$ cat config.mk
export PLATFORM = sky130hd
export DESIGN_NAME = ps2_key_event_rx_flat
export DESIGN_NICKNAME = d
export VERILOG_FILES = /design/src/rtl/ps2_pkg.sv /design/src/rtl/ps2_key_event_rx_if.sv /design/src/rtl/ps2_event_fifo.sv /design/src/rtl/ps2_key_event_rx.sv /design/src/flat_wrapper.sv
export SDC_FILE = /design/constraint.sdc
export NUM_CORES = 1
export LEC_CHECK = 0
export CAP_MARGIN = 40
export CORE_MARGIN = 2
export CORE_UTILIZATION = 50
export CTS_BUF_LIST = sky130_fd_sc_hd__clkbuf_8
export DETAILED_ROUTE_END_ITERATION = 8
export PLACE_DENSITY = 0.67
export SLEW_MARGIN = 20
export SYNTH_ARGS = -nofsm -noshare
export SYNTH_HDL_FRONTEND = slang
export SYNTH_SLANG_ARGS = --single-unit
$ cat constraint.sdc
create_clock -name clock -period 2.5 [get_ports clock]
set_input_delay 0.25 -clock clock [delete_from_list [all_inputs] [get_ports clock]]
set_output_delay 0.25 -clock clock [all_outputs]
set_load 0.05 [all_outputs]
$ cat src/rtl/ps2_pkg.sv
`default_nettype none
// ============================================================================
//  Module      : ps2_pkg
//  Description : Shared constants and types for the PS/2 key event receiver:
//                prefix byte values, frame FSM state encoding, event record.
//  Revision    : 1.0 - initial release
// ============================================================================
package ps2_pkg;

    // Prefix bytes folded into the following key event
    localparam logic [7:0] PS2_EXT = 8'hE0;
    localparam logic [7:0] PS2_BRK = 8'hF0;

    // Frame receive FSM
    typedef enum logic [1:0] {
        IDLE  = 2'd0,
        RECV  = 2'd1,
        CHECK = 2'd2
    } ps2_state_e;

    // One decoded key action
    typedef struct packed {
        logic [7:0] code;
        logic       ext;
        logic       brk;
    } ps2_event_t;

endpackage : ps2_pkg
`default_nettype wire

$ cat src/rtl/ps2_key_event_rx_if.sv
`default_nettype none
// ============================================================================
//  Module      : ps2_key_event_rx_if
//  Description : Valid/ready key event stream from the PS/2 receiver to its
//                consumers. master = event source, slave = event consumer.
//  Revision    : 1.0 - initial release
// ============================================================================
interface ps2_key_event_rx_if;

    logic       ev_valid;
    logic       ev_ready;
    logic [7:0] ev_code;
    logic       ev_ext;
    logic       ev_brk;

    modport master (
        output ev_valid,
        output ev_code,
        output ev_ext,
        output ev_brk,
        input  ev_ready
    );

    modport slave (
        input  ev_valid,
        input  ev_code,
        input  ev_ext,
        input  ev_brk,
        output ev_ready
    );

endinterface : ps2_key_event_rx_if
`default_nettype wire

$ cat src/rtl/ps2_event_fifo.sv
`default_nettype none
// ============================================================================
//  Module      : ps2_event_fifo
//  Description : Synchronous count-based FIFO for key events. A pop in the
//                same cycle frees a slot for a push into a full FIFO; no
//                empty bypass. Head data reads as zero while empty.
//  Revision    : 1.0 - initial release
// ============================================================================
module ps2_event_fifo
    import ps2_pkg::*;
#(
    parameter int  FIFO_DEPTH = 8,
    parameter type T          = ps2_event_t
) (
    input  wire logic clock,
    input  wire logic reset,
    input  wire logic i_push,
    input  wire T     i_data,
    input  wire logic i_pop_ready,
    output logic      o_valid,
    output T          o_data,
    output logic      o_overflow
);

    localparam int AW = (FIFO_DEPTH > 1) ? $clog2(FIFO_DEPTH) : 1;
    localparam int CW = $clog2(FIFO_DEPTH + 1);
    localparam logic [CW-1:0] C_DEPTH    = CW'(FIFO_DEPTH);
    localparam logic [AW-1:0] C_LAST_PTR = AW'(FIFO_DEPTH - 1);

    T              r_mem [FIFO_DEPTH];
    logic [AW-1:0] r_wr_ptr;
    logic [AW-1:0] r_rd_ptr;
    logic [CW-1:0] r_count;

    logic w_full;
    logic w_empty;
    logic w_pop;
    logic w_wr;

    assign w_full  = (r_count == C_DEPTH);
    assign w_empty = (r_count == '0);
    assign w_pop   = !w_empty && i_pop_ready;
    // A simultaneous pop makes room, so a push into a full FIFO still lands
    assign w_wr    = i_push && (!w_full || w_pop);

    assign o_valid    = !w_empty;
    assign o_data     = w_empty ? '0 : r_mem[r_rd_ptr];
    assign o_overflow = i_push && w_full && !w_pop;

    // Storage array: written on every accepted push, no reset needed
    always_ff @(posedge clock) begin
        if (w_wr) begin
            r_mem[r_wr_ptr] <= i_data;
        end
    end

    // Read/write pointers with wrap at FIFO_DEPTH, and the occupancy count
    always_ff @(posedge clock or negedge reset) begin
        if (!reset) begin
            r_wr_ptr <= '0;
            r_rd_ptr <= '0;
            r_count  <= '0;
        end else begin
            if (w_wr) begin
                r_wr_ptr <= (r_wr_ptr == C_LAST_PTR) ? '0 : r_wr_ptr + AW'(1);
            end
            if (w_pop) begin
                r_rd_ptr <= (r_rd_ptr == C_LAST_PTR) ? '0 : r_rd_ptr + AW'(1);
            end
            case ({w_wr, w_pop})
                2'b10:   r_count <= r_count + CW'(1);
                2'b01:   r_count <= r_count - CW'(1);
                default: r_count <= r_count;
            endcase
        end
    end

endmodule : ps2_event_fifo
`default_nettype wire

$ cat src/rtl/ps2_key_event_rx.sv
`default_nettype none
// ============================================================================
//  Module      : ps2_key_event_rx
//  Description : PS/2 keyboard receiver. Synchronises ps2clk/ps2data, frames
//                11-bit words on falling ps2clk edges, validates start/stop/
//                odd parity, folds E0/F0 prefixes into one event per key
//                action and buffers events in a valid/ready FIFO.
//  Revision    : 1.0 - initial release
// ============================================================================
module ps2_key_event_rx
    import ps2_pkg::*;
#(
    parameter int SYNC_STAGES    = 2,
    parameter int TIMEOUT_CYCLES = 50000,
    parameter int FIFO_DEPTH     = 8
) (
    input  wire logic            clock,
    input  wire logic            reset,
    input  wire logic            ps2clk,
    input  wire logic            ps2data,
    ps2_key_event_rx_if.master   ev,
    output logic                 frame_err,
    output logic                 overflow
);

    localparam int TW = $clog2(TIMEOUT_CYCLES + 1);
    localparam logic [TW-1:0] C_TIMEOUT  = TW'(TIMEOUT_CYCLES);
    localparam logic [3:0]    C_LAST_BIT = 4'd10;

    // Synchroniser chains; index 0 is the first stage
    logic [SYNC_STAGES-1:0] r_clk_sync;
    logic [SYNC_STAGES-1:0] r_dat_sync;
    logic                   r_clk_prev;

    logic w_fall;
    logic w_data;

    // Frame FSM and datapath
    ps2_state_e r_state;
    ps2_state_e w_state_nxt;
    logic [3:0]    r_bitcnt;
    logic [10:0]   r_frame;
    logic [TW-1:0] r_timer;

    logic       w_timeout;
    logic       w_frame_good;
    logic       w_byte_ok;
    logic       w_check_err;
    logic [7:0] w_byte;

    // Prefix decoder and FIFO write port
    logic       r_ext_f;
    logic       r_brk_f;
    logic       r_push;
    ps2_event_t r_push_ev;
    ps2_event_t w_head;
    logic       w_head_valid;

    // Bring the raw PS/2 lines into the clock domain; idle bus level is 1
    always_ff @(posedge clock or negedge reset) begin
        if (!reset) begin
            r_clk_sync <= '1;
            r_dat_sync <= '1;
            r_clk_prev <= 1'b1;
        end else begin
            r_clk_sync <= {r_clk_sync[SYNC_STAGES-2:0], ps2clk};
            r_dat_sync <= {r_dat_sync[SYNC_STAGES-2:0], ps2data};
            r_clk_prev <= r_clk_sync[SYNC_STAGES-1];
        end
    end

    assign w_fall = r_clk_prev && !r_clk_sync[SYNC_STAGES-1];
    assign w_data = r_dat_sync[SYNC_STAGES-1];

    // Start must be 0, stop 1, and bits 1..9 carry odd parity
    assign w_frame_good = !r_frame[0] && r_frame[10] && (^r_frame[9:1]);
    assign w_byte       = r_frame[8:1];

    // Frame FSM state register
    always_ff @(posedge clock or negedge reset) begin
        if (!reset) begin
            r_state <= IDLE;
        end else begin
            r_state <= w_state_nxt;
        end
    end

    // Frame FSM next-state, check and timeout decisions
    always_comb begin
        w_state_nxt = r_state;
        w_timeout   = 1'b0;
        w_byte_ok   = 1'b0;
        w_check_err = 1'b0;
        case (r_state)
            IDLE: begin
                if (w_fall) begin
                    w_state_nxt = RECV;
                end
            end
            RECV: begin
                if (w_fall) begin
                    if (r_bitcnt == C_LAST_BIT) begin
                        w_state_nxt = CHECK;
                    end
                end else if (r_timer == C_TIMEOUT) begin
                    w_timeout   = 1'b1;
                    w_state_nxt = IDLE;
                end
            end
            CHECK: begin
                w_state_nxt = IDLE;
                w_byte_ok   = w_frame_good;
                w_check_err = !w_frame_good;
            end
            default: begin
                w_state_nxt = IDLE;
            end
        endcase
    end

    assign frame_err = w_check_err || w_timeout;

    // Bit shifter, bit counter and inter-edge timeout counter
    always_ff @(posedge clock or negedge reset) begin
        if (!reset) begin
            r_bitcnt <= '0;
            r_frame  <= '0;
            r_timer  <= '0;
        end else begin
            case (r_state)
                IDLE: begin
                    r_timer <= '0;
                    if (w_fall) begin
                        r_frame[r_bitcnt] <= w_data;
                        r_bitcnt          <= r_bitcnt + 4'd1;
                    end
                end
                RECV: begin
                    if (w_fall) begin
                        r_frame[r_bitcnt] <= w_data;
                        r_bitcnt          <= r_bitcnt + 4'd1;
                        r_timer           <= '0;
                    end else if (w_timeout) begin
                        r_bitcnt <= '0;
                        r_timer  <= '0;
                    end else begin
                        r_timer <= r_timer + TW'(1);
                    end
                end
                default: begin
                    r_bitcnt <= '0;
                    r_timer  <= '0;
                end
            endcase
        end
    end

    // Fold E0/F0 prefixes into the next key byte; any error drops them
    always_ff @(posedge clock or negedge reset) begin
        if (!reset) begin
            r_ext_f   <= 1'b0;
            r_brk_f   <= 1'b0;
            r_push    <= 1'b0;
            r_push_ev <= '0;
        end else begin
            r_push <= 1'b0;
            if (frame_err) begin
                r_ext_f <= 1'b0;
                r_brk_f <= 1'b0;
            end else if (w_byte_ok) begin
                if (w_byte == PS2_EXT) begin
                    r_ext_f <= 1'b1;
                end else if (w_byte == PS2_BRK) begin
                    r_brk_f <= 1'b1;
                end else begin
                    r_push         <= 1'b1;
                    r_push_ev.code <= w_byte;
                    r_push_ev.ext  <= r_ext_f;
                    r_push_ev.brk  <= r_brk_f;
                    r_ext_f        <= 1'b0;
                    r_brk_f        <= 1'b0;
                end
            end
        end
    end

    ps2_event_fifo #(
        .FIFO_DEPTH (FIFO_DEPTH),
        .T          (ps2_event_t)
    ) u_fifo (
        .clock       (clock),
        .reset       (reset),
        .i_push      (r_push),
        .i_data      (r_push_ev),
        .i_pop_ready (ev.ev_ready),
        .o_valid     (w_head_valid),
        .o_data      (w_head),
        .o_overflow  (overflow)
    );

    assign ev.ev_valid = w_head_valid;
    assign ev.ev_code  = w_head.code;
    assign ev.ev_ext   = w_head.ext;
    assign ev.ev_brk   = w_head.brk;

endmodule : ps2_key_event_rx
`default_nettype wire

$ cat src/flat_wrapper.sv
// flat-port wrapper written by rule: the top's interface ports become plain ports
module ps2_key_event_rx_flat import ps2_pkg::*;
#(
    parameter int SYNC_STAGES    = 2,
    parameter int TIMEOUT_CYCLES = 50000,
    parameter int FIFO_DEPTH     = 8
)
  (clock, reset, ps2clk, ps2data, frame_err, overflow, ev_ev_valid, ev_ev_code, ev_ev_ext, ev_ev_brk, ev_ev_ready);
  ps2_key_event_rx_if ev_i ();
  input  wire logic clock;
  input  wire logic reset;
  input  wire logic ps2clk;
  input  wire logic ps2data;
  output logic frame_err;
  output logic overflow;
  output wire logic [$bits(ev_i.ev_valid)-1:0] ev_ev_valid;
  output wire logic [$bits(ev_i.ev_code)-1:0] ev_ev_code;
  output wire logic [$bits(ev_i.ev_ext)-1:0] ev_ev_ext;
  output wire logic [$bits(ev_i.ev_brk)-1:0] ev_ev_brk;
  input wire logic [$bits(ev_i.ev_ready)-1:0] ev_ev_ready;
  assign ev_ev_valid = ev_i.ev_valid;
  assign ev_ev_code = ev_i.ev_code;
  assign ev_ev_ext = ev_i.ev_ext;
  assign ev_ev_brk = ev_i.ev_brk;
  assign ev_i.ev_ready = ev_ev_ready;
  ps2_key_event_rx #(.SYNC_STAGES(SYNC_STAGES), .TIMEOUT_CYCLES(TIMEOUT_CYCLES), .FIFO_DEPTH(FIFO_DEPTH)) u_core (.clock(clock), .reset(reset), .ps2clk(ps2clk), .ps2data(ps2data), .ev(ev_i), .frame_err(frame_err), .overflow(overflow));
endmodule
# Word level (Yosys, flattened, before mapping)

Memories as Yosys holds them, arrays and structs flattened.
Index checks and enable logic that the tools add are counted.

Output and inout port bits: 13
Flip-flop bits (word level): 61
Bits of input ports: 5
Bits in writable memories: 80
Memories kept: 1
Word-level logic and storage cells: 111

Memory list:

| name                | words | width | read ports | clocked after Yosys merged registers in | wr ports | RTL line             | RTL |
|---|---|---|---|---|---|---|---|
| u_core.u_fifo.r_mem | 8     | 10    | 1          | 0                                       | 1        | ps2_event_fifo.sv:30 | `T r_mem [FIFO_DEPTH];` |

Add/sub/neg operators: 6
Reduce and logical (&&, ||, !) cells: 28
Equality and inequality tests: 17
Mux-type cells: 38
Bitwise operators: 3
Order comparisons: 2

Operators with widths:

| kind                                                   | count |
|---|---|
| 2-to-1 mux 16 bit                                      | 3 |
| 2-to-1 mux 1 bit                                       | 20 |
| adder 16 x 1 -> 16 bit (second input constant)         | 1 |
| equality test 16 bit (second input constant)           | 1 |
| equality test 8 bit (second input constant)            | 2 |
| one-hot mux 4 bit (2 select lines)                     | 2 |
| 2-to-1 mux 4 bit                                       | 3 |
| bitwise mux 11 bit                                     | 1 |
| 2-to-1 mux 10 bit                                      | 1 |
| parity 9 bit                                           | 1 |
| adder 4 x 1 -> 4 bit (second input constant)           | 2 |
| equality test 4 bit (second input constant)            | 2 |
| logical AND 1 bit                                      | 8 |
| 2-to-1 mux 2 bit                                       | 4 |
| AND reduction 2 bit                                    | 4 |
| adder 3 x 1 -> 3 bit (second input constant)           | 2 |
| equality test 3 bit (second input constant)            | 2 |
| logical NOT 1 bit                                      | 6 |
| 2-to-1 mux 3 bit                                       | 2 |
| inequality test 3 x 1 -> 1 bit (second input constant) | 2 |
| < comparator 4 x 5 -> 1 bit (second input constant)    | 1 |
| demux 1 bit (select 4 bit)                             | 1 |
| equality test 2 x 1 -> 1 bit (second input constant)   | 2 |
| equality test 2 bit (second input constant)            | 2 |
| other kinds (15)                                       | 19 |

# Depth between registers and ports, before layout

Gate-level depths: netlist of the first run.

Word-level depth: 8
Depth in mapped cells: 7
Mapped depth without buffers: 7

# By module

From an unflattened synthesis of the first run, not the netlist that was laid out.

Cell total of the unflattened synthesis: 461
Area total of the unflattened synthesis: 6261.0 µm²

Modules (own cells, without submodules):

| module           | sequential area each (µm²) | cells an instance | area an instance (µm²) | instances |
|---|---|---|---|---|
| ps2_event_fifo   | 2652.5                     | 243               | 3769.9                 | 1 |
| ps2_key_event_rx | 1282.5                     | 218               | 2491.1                 | 1 |

# Least setup slack after synthesis of the first run

Ideal clock, no wire load.

Path kind: reg2reg
From: register u_core.u_fifo.r_count[0]
To: memory u_core.u_fifo.r_mem[0][0] (netlist name), enable pin
Path slack: 0.413 ns
Path buffers: 0
Required time: 2.110 ns
Setup time: 0.390 ns
Data arrival time: 1.697 ns
Period minus slack after synthesis: 2.087 ns
Stages on the path, launching flop included: 5
Path through: dfrtp_1 or3_4 o21a_1 nand2b_1 nor3_1

Cells in the longest elaborated chain, start to end: 7
Elaborated cells between the ends (all ways): 9
Classes of those cells: eq/ne: 1; mux: 2; reduce/logical: 6

RTL lines:

| what                                       | RTL line             | RTL |
|---|---|---|
| from (decl)                                | ps2_event_fifo.sv:33 | `logic [CW-1:0] r_count;` |
| from (signal assigned)                     | ps2_event_fifo.sv:71 | `2'b10: r_count <= r_count + CW'(1);` |
| from (signal assigned)                     | ps2_event_fifo.sv:72 | `2'b01: r_count <= r_count - CW'(1);` |
| from (signal assigned)                     | ps2_event_fifo.sv:73 | `default: r_count <= r_count;` |
| logical NOT 4 bit                          | ps2_event_fifo.sv:41 | `assign w_empty = (r_count == '0);` |
| logical NOT 1 bit                          | ps2_event_fifo.sv:42 | `assign w_pop = !w_empty && i_pop_ready;` |
| logical AND 1 bit                          | ps2_event_fifo.sv:42 |  |
| logical OR 1 bit (*)                       | ps2_event_fifo.sv:44 | `assign w_wr = i_push && (!w_full \|\| w_pop);` |
| logical AND 1 bit (*)                      | ps2_event_fifo.sv:44 |  |
| 2-to-1 mux 1 bit (*)                       | ps2_event_fifo.sv:52 | `if (w_wr) begin` |
| 2-to-1 mux 1 bit (implied by the code) (*) | ps2_event_fifo.sv:53 | `r_mem[r_wr_ptr] <= i_data;` |
| to (decl)                                  | ps2_event_fifo.sv:30 |  |

Every way passes the cells marked *; elsewhere a longest branch is shown, timed or not.

# Worst setup path after layout of the first run

From: register u_core.r_frame[7]
To: output port frame_err

Cells in the longest elaborated chain, start to end: 5

RTL lines:

| what                              | RTL line                | RTL |
|---|---|---|
| from (decl)                       | ps2_key_event_rx.sv:42  | `logic [10:0] r_frame;` |
| from (signal, indexed assignment) | ps2_key_event_rx.sv:134 | `r_frame[r_bitcnt] <= w_data;` |
| from (signal, indexed assignment) | ps2_key_event_rx.sv:140 | `r_frame[r_bitcnt] <= w_data;` |
| parity 9 bit                      | ps2_key_event_rx.sv:76  | `assign w_frame_good = !r_frame[0] && r_frame[10] && (^r_frame[9:1]);` |
| logical AND 1 bit                 | ps2_key_event_rx.sv:76  |  |
| logical NOT 1 bit                 | ps2_key_event_rx.sv:113 | `w_check_err = !w_frame_good;` |
| 2-to-1 mux 1 bit                  | ps2_key_event_rx.sv:94  | `case (r_state)` |
| logical OR 1 bit                  | ps2_key_event_rx.sv:121 | `assign frame_err = w_check_err \|\| w_timeout;` |
| to (decl)                         | flat_wrapper.sv:14      | `output logic frame_err;` |

No other way between the ends.

==> results.cfg, run 1 <==
[global_routing]
grt_pass1_vias = 3406
antenna_found_initial = 0
grt_max_degree = 34
grt_usage = 0.1782
grt_pass1_wl_um = 17530
grt-ovfl-total = 0

[detailed_routing]
post_drt_wl_per_cell_um = 16.95
dr.pass1.iters = 4
drt_iter0_markers = 220
num_vias = 3363
drt-total-wl_um = 10360
ant_nets = 0
drc = 0
via_per_inst = 5.504

[flow_run]
max-cap-violations = 0

[critical_path]
path_cells = ha_1 -> xnor3_1 -> xnor2_2 -> a21o_1 -> nand2_1 -> buf_12
crit_family = XOR/XNOR gates
reg2reg_from = u_core.r_frame[7]$_DFFE_PN0P_
critPathMaxFanout = 3
critPathSlowestCell = dfrtp_1
cp_slowest_stage_delay_ps = 400
crit_start = u_core.r_frame[7]$_DFFE_PN0P_
setup.worst_path.class = reg2out
endpoint_kind = output port
crit_arrival_ps = 2130
worstSetupStartpointType = flip-flop
required_ps = 2250
path_buf_inv = 1

[finish]
fillers = 954
layout-drive-gt1-share = 0.2672
syn_to_final_growth_pct = 13.55
layout_common_cells = 80 x edfxtp_1, 56 x dfrtp_1, 31 x nor2_1
antenna_cells = 0
fin_nets = 472
layout_commonest_cell = edfxtp_1
final_cell_area_um2 = 6994

[floorplanning]
die_w_um = 115.0
die_y_um = 115.0
core_area_um2 = 12010
initial_core_util = 0.5128
die_area_um2 = 13220
ios = 18
std_cell_rows = 40

[placed_design]
post_dp_cell_area_um2 = 6545
portBuffers = 17
hpwl_um = 6892
gp_congestion = 0.7686

[clock_network]
clk_latency_ps = 450
cts.reportedPaths.clkPinSlew_ps = 80
cts_buffers = 17
cts.path.max_buffers = 2
cts_root_buffer = clkbuf_8
numClockSinks = 141
cts.htree.levels = 4
cts_tree = done

[yosys]
ys.flop_type = edfxtp_1
synthAdderAreaFrac = 0.03250
muxShareOfSynthArea = 0.1387
yosys.area_share.xor_xnor = 0.02478
synth_cells = 411
synth_top_family_by_area = multiplexers
synthDistinctLibCells = 50
ys_seq_elements = 141
synth-seq-area-share = 0.6388
synth-simple-area-share = 0.1038
synth_edf_count = 80
avgSynthCellArea_um2 = 14.99
synth_nets = 432
async_flop_share = 0.4326
syn-cell-area_um2 = 6160
synth_compound_area_frac = 0.04103
ys_warn_count = 0

[status]
status = finished, final reports clean

[sta]
fin_setup_tns_ps = 0
tightest_slew_ps = 695.0
rsz0062_at_grt = false
clock_skew_ps = 9.088
finalHoldViolCount = 0
max_freq_mhz = 420.5
setup_violations = 0
relSlewSlack = 0.5367
finalMaxSlewViolations = 0
period_needed_ps = 2378
fin_crit_sh = 0.9512

[power_and_ir_drop]
leakage_uw = 0.002610
powerDensity_nw_per_um2 = 940.9
combinationalPowerShare = 0.272
peakVddDrop_mv = 0.4624
p_clk_frac = 0.296
p_sw_uw = 2124
p_int_uw = 4457
p_seq_frac = 0.431
switching_share = 0.3227

[min_path]
min_path_type = in2reg
hold_path_startpoint = ps2data
area by class of cell:
type	count	area, um2	share of cell area
clock buffer	17	234.0	0.03345
inverter	13	48.80	0.006977
sequential	141	3935	0.5626
timing repair buffer	35	295.3	0.04222
clock inverter	15	195.2	0.02791
multi-input combinational	243	2102	0.3005
tap	147	183.9	0.02630
cell families (layout without fill, tap and decap cells):
kind of cell	after synthesis	count (layout)
AO/OA/AOI/OAI	36	36
XOR/XNOR	15	15
adder cells (fa/ha/maj)	16	16
buffers and inverters	27	80
flip-flops	141	141
multiplexers	54	54
AND/OR/NAND/NOR	122	122
cells in the mapped netlist (all sizes together) (2+ instances only):
cell	count	area [um2]
nand2b	8	50.05
or4	2	15.01
edfxtp	80	2402
nor4	4	25.02
clkbuf	6	22.52
mux2i	10	100.1
o31ai	2	15.01
buf	8	53.80
and4bb	2	25.02
nor3	6	30.03
a31oi	3	18.77
mux4	20	450.4
nand4	6	43.79
ha	16	200.2
nand2	29	108.9
xnor2	5	51.30
inv	13	48.80
nor2	31	116.4
a32o	2	20.02
o211ai	4	30.03
and3	6	38.79
dfstp	5	131.4
a41o	2	20.02
nand3	12	65.06
and2	2	12.51
a21oi	10	53.80
dfrtp	56	1401
a21o	2	15.01
o21ai	9	45.04
xor2	9	78.83
mux2	24	304.0
or3	6	47.54
nor2b	5	31.28
worst register-to-register path, cell delays in order, from the launching register on:
cell,delay [ps]
dfrtp_1,400
ha_1,310
xnor3_1,370
xnor2_2,180
buf_4,160
nand3_2,280
mux2_4,400
path summary, 6_finish.rpt:
kind                                              endpoint  slack (ps)  depth (start not counted)
max                                              frame_err         120                          6
min                         u_core.r_dat_sync[0]$_DFF_PN1_         200                          1
max reg2reg                u_core.r_push_ev[8]$_DFFE_PN0P_         290                          6
min in group asynchronous     u_core.r_timer[10]$_DFF_PN0_         370                          2
max in group asynchronous    u_core.r_frame[7]$_DFFE_PN0P_        1530                          3
min reg2reg                 u_core.r_clk_sync[1]$_DFF_PN1_         360                          0
what timing repair did:
action / in CTS / in global routing
endpoints found under the setup margin: 1 / 1
hold endpoints to repair: 23 / 0
hold buffers: 1 / 0
setup buffers: 1 / 0
gates resized for setup: 0 / 1
pin swaps: 1 / 2
power by group through the flow:
stage | combinational, uW | sequential (uW) | clock, uW
2_1_floorplan | 1380 | 2800 | 0
3_3_place_gp | 1670 | 2880 | 0
3_5_place_dp | 1710 | 2890 | 0
4_1_cts | 1820 | 2840 | 1990
5_1_grt | 1970 | 2870 | 2110
6_report | 1790 | 2840 | 1950
per-layer routing:
| metal | vias up | GRT usage | routed length, um | share of wire |
|---|---|---|---|---|
| li1 | 1616 | - | - | - |
| met1 | 1669 | 0.2286 | 4485 | 0.43 |
| met2 | 64 | 0.2925 | 5257 | 0.51 |
| met3 | 14 | 0.05377 | 482 | 0.047 |
| met4 | 0 | 0.06024 | 132 | 0.013 |
| met5 | - | 0 | 0 | 0 |
metrics by stage:
stage	setup slack (ps)	cells	total power, uW	util	hold slack (ps)
after floorplan	413.2	411	4173	-	-45.59
after global placement	332.3	577	4553	0.5449	321.8
after detailed placement	243.8	577	4603	0.5449	320.4
after CTS	26.07	611	6654	0.5821	174.0
after global routing	24.35	611	6954	0.5823	180.0
final	122.0	611	6581	0.5823	202.5
sequential cells by signal, indices dropped and copies added (netlist names), 3 cells and up:
signal                  cells
u_core.u_fifo.r_count       4
u_core.u_fifo.r_rd_ptr      3
u_core.u_fifo.r_mem        80
u_core.r_bitcnt             4
u_core.r_timer             16
u_core.r_push_ev           10
u_core.r_frame             11
u_core.u_fifo.r_wr_ptr      3
Power figures use the tool's default switching activity.
==> inputs of run 2 (changes only) <==
Settings changed: ABC_AREA from default to 1, SLEW_MARGIN 20 to default.
==> run 2 against run 1 <==
Against the previous run:
- routed wire length increased by 21%
- final cell count increased by 37%
- power increased by 25%
- via count increased by 29%
- clock power decreased by 3%
- first-iteration DRC count increased by 23%
==> results.cfg, run 2 <==
[clock_network]
cts.htree.levels = 4
cts_root_buffer = clkbuf_8
cts.reportedPaths.clkPinSlew_ps = 70
cts_tree = done
cts_setup_buffers = 0
numClockSinks = 141
cts_buffers = 17
clk_latency_ps = 450
cts.path.max_buffers = 2

[sta]
fin_crit_sh = 0.9384
max_freq_mhz = 426.3
setup_violations = 0
period_needed_ps = 2346
fin_setup_tns_ps = 0
tightest_slew_ps = 778.6
relSlewSlack = 0.4809
rsz0062_at_grt = false
finalHoldViolCount = 0
fin_hold_ws_ps = 201.0
clock_skew_ps = 6.311
finalMaxSlewViolations = 0

[detailed_routing]
post_drt_wl_per_cell_um = 14.90
ant_nets = 0
via_per_inst = 5.187
drc = 0
num_vias = 4347
dr.pass1.iters = 5
drt_iter0_markers = 270
drt-total-wl_um = 12490

[yosys]
synth_largest_area_cell = edfxtp_1
synth_common_cells = 124 x nor2_1, 96 x nand2_1, 80 x edfxtp_1, 62 x inv_1, 56 x dfrtp_1
async_flop_share = 0.4326
synth-seq-area-share = 0.6231
synth_most_common_cell = nor2_1
ys.flop_type = edfxtp_1
synth_edf_count = 80
synthTopCellsByArea = edfxtp_1 38%, dfrtp_1 22%, nor2_1 7.4%, nand2_1 5.7%, o21ai_0 3.9%
synthDistinctLibCells = 39
synth_cells = 621
ys_seq_elements = 141
avgSynthCellArea_um2 = 10.17
ys_warn_count = 0
synth_nets = 642
syn-cell-area_um2 = 6315
synth_top_area_share = 0.3804

[critical_path]
required_ps = 2250
setup.worst_path.class = reg2out
worstSetupStartpointType = flip-flop
path_cells = inv_2 -> buf_12 -> nor2_1 -> o32ai_1 -> o21ai_0 -> nor2_1 -> buf_12
critPathSlowestCell = dfrtp_1
crit_family = buffers and inverters
critPathMaxFanout = 33
cp_slowest_stage_delay_ps = 400
path_buf_inv = 3
crit_arrival_ps = 2100
endpoint_kind = output port

[global_routing]
grt_max_degree = 62
grt-ovfl-total = 0
grt_pass1_vias = 4239
grt_usage = 0.2009
antenna_found_initial = 0
grt_pass1_wl_um = 20310

[finish]
top_regs = u_core.u_fifo.r_mem: 80 flops, u_core.r_timer: 16 flops, u_core.r_frame: 11 flops
largest_register_ffs = 80
largest-register = u_core.u_fifo.r_mem
final_cells = 838
layout-drive-gt1-share = 0.1336
antenna_cells = 0
syn_to_final_growth_pct = 15.12
fin_nets = 675
final_util = 0.5832
layout_commonest_cell = nor2_1
layout_common_cells = 123 x nor2_1, 96 x nand2_1, 80 x edfxtp_1

[status]
status = finished, final reports clean

[floorplanning]
die_y_um = 116.4
ios = 18
core_area_um2 = 12470
std_cell_rows = 41
die_area_um2 = 13540
die_w_um = 116.4
initial_core_util = 0.5066

[power_and_ir_drop]
peakVddDrop_mv = 0.4951
power.total_uw = 8250
leakage_uw = 0.003161
powerDensity_nw_per_um2 = 1135

[min_path]
min_path_type = in2reg

[placed_design]
portBuffers = 17
place_inst = 806
hpwl_um = 8003
gp_congestion = 0.7728

[flow_run]
max-cap-violations = 0
run 2: power breakdown:
group          switching (uW)  leakage [uW]  internal (uW)  total (uW)
clock                     832      0.000204           1060        1900
combinational            2120       0.00128           1360        3480
sequential                211       0.00168           2660        2870
run 2: metal layers:
layer | global-route usage | share of wire
met1 | 0.2319 | 0.42
met4 | 0.07222 | 0.014
met2 | 0.3663 | 0.53
met5 | 0 | 0
met3 | 0.04515 | 0.037
run 2: what timing repair did:
item / in CTS / in global routing
hold buffers: 1 / 0
hold endpoints to repair: 56 / 0
gates resized for setup: 0 / 4
setup endpoints to repair: 0 / 6
run 2: worst reg2reg max path: stages (launching register included):
cell and delay [ps]:
dfrtp_1 410, inv_1 100, nand3_1 230, nand3_1 280, inv_1 170, nand2_1 100, nand2_1 80, inv_1 40
ha_1 160, inv_1 60, nand3_1 80, nand3_1 90, o21ai_0 90
run 2: area by class of cell:
cell class                 count  area [um2]
clock buffer                  17       234.0
clock inverter                14       177.7
fill                        1040        5196
inverter                      66       249.0
multi-input combinational    397        2044
sequential                   141        3935
tap                          172       215.2
timing repair buffer          31       414.1
run 2: path summary, 6_finish.rpt:
path,endpoint,startpoint,cells past startpoint,slack (ps)
max,ev_ev_code[1],u_core.u_fifo.r_rd_ptr[0]$_DFFE_PN0N_,7,150
min,u_core.r_dat_sync[0]$_DFF_PN1_,ps2data,1,200
max reg2reg,u_core.u_fifo.r_count[2]$_DFFE_PN0P_,u_core.u_fifo.r_count[2]$_DFFE_PN0P_,12,490
min reg2reg,u_core.r_clk_sync[1]$_DFF_PN1_,u_core.r_clk_sync[0]$_DFF_PN1_,0,360
max in group asynchronous,u_core.r_frame[7]$_DFFE_PN0P_,reset,3,1490
min in group asynchronous,u_core.r_timer[9]$_DFF_PN0_,reset,3,500
run 2: stage by stage:
stage	setup slack [ps]	area [um2]
2_1_floorplan	242.6	6315
3_3_place_gp	469.0	6839
3_5_place_dp	452.0	6839
4_1_cts	28.76	7261
5_1_grt	8.699	7269
6_report	154.1	7269
run 2: kinds of logic (layout without fill, tap and decap cells):
logic type      count (synthesis)  count (layout)  synth area share
flops                         141             141            0.6231
fa+ha+maj                      16              16           0.03170
simple gates                  275             275            0.1872
buf+inv                        83             128           0.05350
xor+xnor                        4               4          0.005547
compound gates                102             102           0.09887
==> inputs of run 3 (changes only) <==
Settings changed: CAP_MARGIN 40 to 20, CORE_UTILIZATION 50 to 40, PLACE_DENSITY 0.67 to default.
==> run 3 against run 2 <==
Against the previous run:
- final cell count is 4.9% higher
- sequential share of layout area down 0.33 points
- non-clock buffer count grew 1
- via count is 0.60% higher
- combinational power increased by 1%
- critical path type unchanged
==> results.cfg, run 3 (synthesis gave the netlist of run 2 again) <==
[status]
status = finished, final reports clean

[floorplanning]
initial_core_util = 0.4123
core_area_um2 = 15310
die_area_um2 = 16810
ios = 18
std_cell_rows = 45
die_w_um = 129.6
die_y_um = 129.6

[power_and_ir_drop]
powerDensity_nw_per_um2 = 1120
combinationalPowerShare = 0.429
p_seq_frac = 0.345
switching_share = 0.3954
p_clk_frac = 0.226
p_int_uw = 4955
peakVddDrop_mv = 0.9290
leakage_uw = 0.003163
p_sw_uw = 3241

[finish]
layout_common_cells = 122 x nor2_1, 96 x nand2_1, 80 x edfxtp_1
largest-register = u_core.u_fifo.r_mem
fin_nets = 676
layout_commonest_cell = nor2_1
top_regs = u_core.u_fifo.r_mem: 80 flops, u_core.r_timer: 16 flops, u_core.r_frame: 11 flops
largest_register_ffs = 80
syn_to_final_growth_pct = 15.83
layout-drive-gt1-share = 0.1407
antenna_cells = 0

[placed_design]
hpwl_um = 7844
dp_slack_ps = 441.8
gp_congestion = 0.8033
portBuffers = 17

[detailed_routing]
post_drt_wl_per_cell_um = 14.28
drc = 0
dr.pass1.iters = 4
drt-total-wl_um = 12550
drt_iter0_markers = 277
via_per_inst = 4.975
ant_nets = 0
num_vias = 4373

[clock_network]
cts_root_buffer = clkbuf_8
cts.reportedPaths.clkPinSlew_ps = 80
cts_tree = done
numClockSinks = 141
clk_latency_ps = 450
cts.htree.levels = 4
cts_buffers = 17
cts.path.max_buffers = 2
cts_setup_buffers = 0

[sta]
period_needed_ps = 2322
relSlewSlack = 0.4727
max_freq_mhz = 430.6
rsz0062_at_grt = false
fin_crit_sh = 0.9289
fin_setup_tns_ps = 0
fin_hold_ws_ps = 201.7
postLayoutSetupSlackWorst_ps = 177.7
tightest_slew_ps = 791.0
setup_violations = 0
finalHoldViolCount = 0
finalMaxSlewViolations = 0
clock_skew_ps = 10.84

[global_routing]
antenna_found_initial = 0
grt_pass1_vias = 4329
grt_max_degree = 62
grt_pass1_wl_um = 21000
grt_usage = 0.1658
grt-ovfl-total = 0

[min_path]
min_path_type = in2reg

[critical_path]
crit_arrival_ps = 2070
endpoint_kind = output port
setup.worst_path.class = reg2out
critPathMaxFanout = 41
worstSetupStartpointType = flip-flop
required_ps = 2250

[flow_run]
max-cap-violations = 0
==> run 3: worst max-delay path: stages, from the launching register on <==
cell	delay (ps)
dfrtp_1	390
inv_1	80
buf_8	260
nor2_1	70
o32ai_1	260
nor2_1	70
nor2_1	290
buf_12	180
==> run 3: cell type report <==
class	count	area, um2
clock buffer	18	247.7
timing repair buffer	32	416.7
sequential	141	3935
inverter	66	249.0
multi-input combinational	397	2047
tap	211	264.0
fill	1402	8000
clock inverter	14	155.1
==> run 3: timing repair <==
action                                  CTS  global route
hold buffers                              1             0
endpoints found under the hold margin    56             0
endpoints found under the setup margin    0            11
gates resized for setup                   0             7
==> run 3: worst paths after layout <==
path | start | slack [ps] | endpoint | cells past startpoint
setup / recovery | u_core.u_fifo.r_rd_ptr[0]$_DFFE_PN0N_ | 180 | ev_ev_code[5] | 7
hold / removal | ps2clk | 200 | u_core.r_clk_sync[0]$_DFF_PN1_ | 1
setup reg to reg | u_core.u_fifo.r_count[0]$_DFFE_PN0P_ | 590 | u_core.u_fifo.r_count[2]$_DFFE_PN0P_ | 13
hold reg to reg | u_core.r_dat_sync[0]$_DFF_PN1_ | 360 | u_core.r_dat_sync[1]$_DFF_PN1_ | 0
max in group asynchronous | reset | 1470 | u_core.r_frame[7]$_DFFE_PN0P_ | 3
min in group asynchronous | reset | 500 | u_core.r_timer[2]$_DFF_PN0_ | 3
==> run 3: layer usage <==
metal | global-route usage | up-vias | routed length (um)
met2 | 0.2787 | 64 | 6049
met4 | 0.06578 | 0 | 168
met5 | 0 | - | 0
met3 | 0.04294 | 19 | 436
met1 | 0.2051 | 2119 | 5900
li1 | - | 2171 | -
==> run 3: metrics by stage <==
step           instances  cell area [um2]  power, uW  utilization
3_5_place_dp         846             6883       6383       0.4494
3_3_place_gp         846             6883       6307       0.4494
5_1_grt              879             7315       8783       0.4776
6_report             879             7315       8195       0.4776
4_1_cts              879             7296       8262       0.4764
2_1_floorplan        621             6315       5125            -
==> run 3: power groups by stage <==
| stage | logic, uW | clock network (uW) | registers [uW] |
|---|---|---|---|
| after floorplan | 2280 | 0 | 2850 |
| after global placement | 3440 | 0 | 2860 |
| after detailed placement | 3510 | 0 | 2880 |
| after CTS | 3530 | 1910 | 2830 |
| after global routing | 3920 | 2000 | 2870 |
| final | 3520 | 1850 | 2830 |
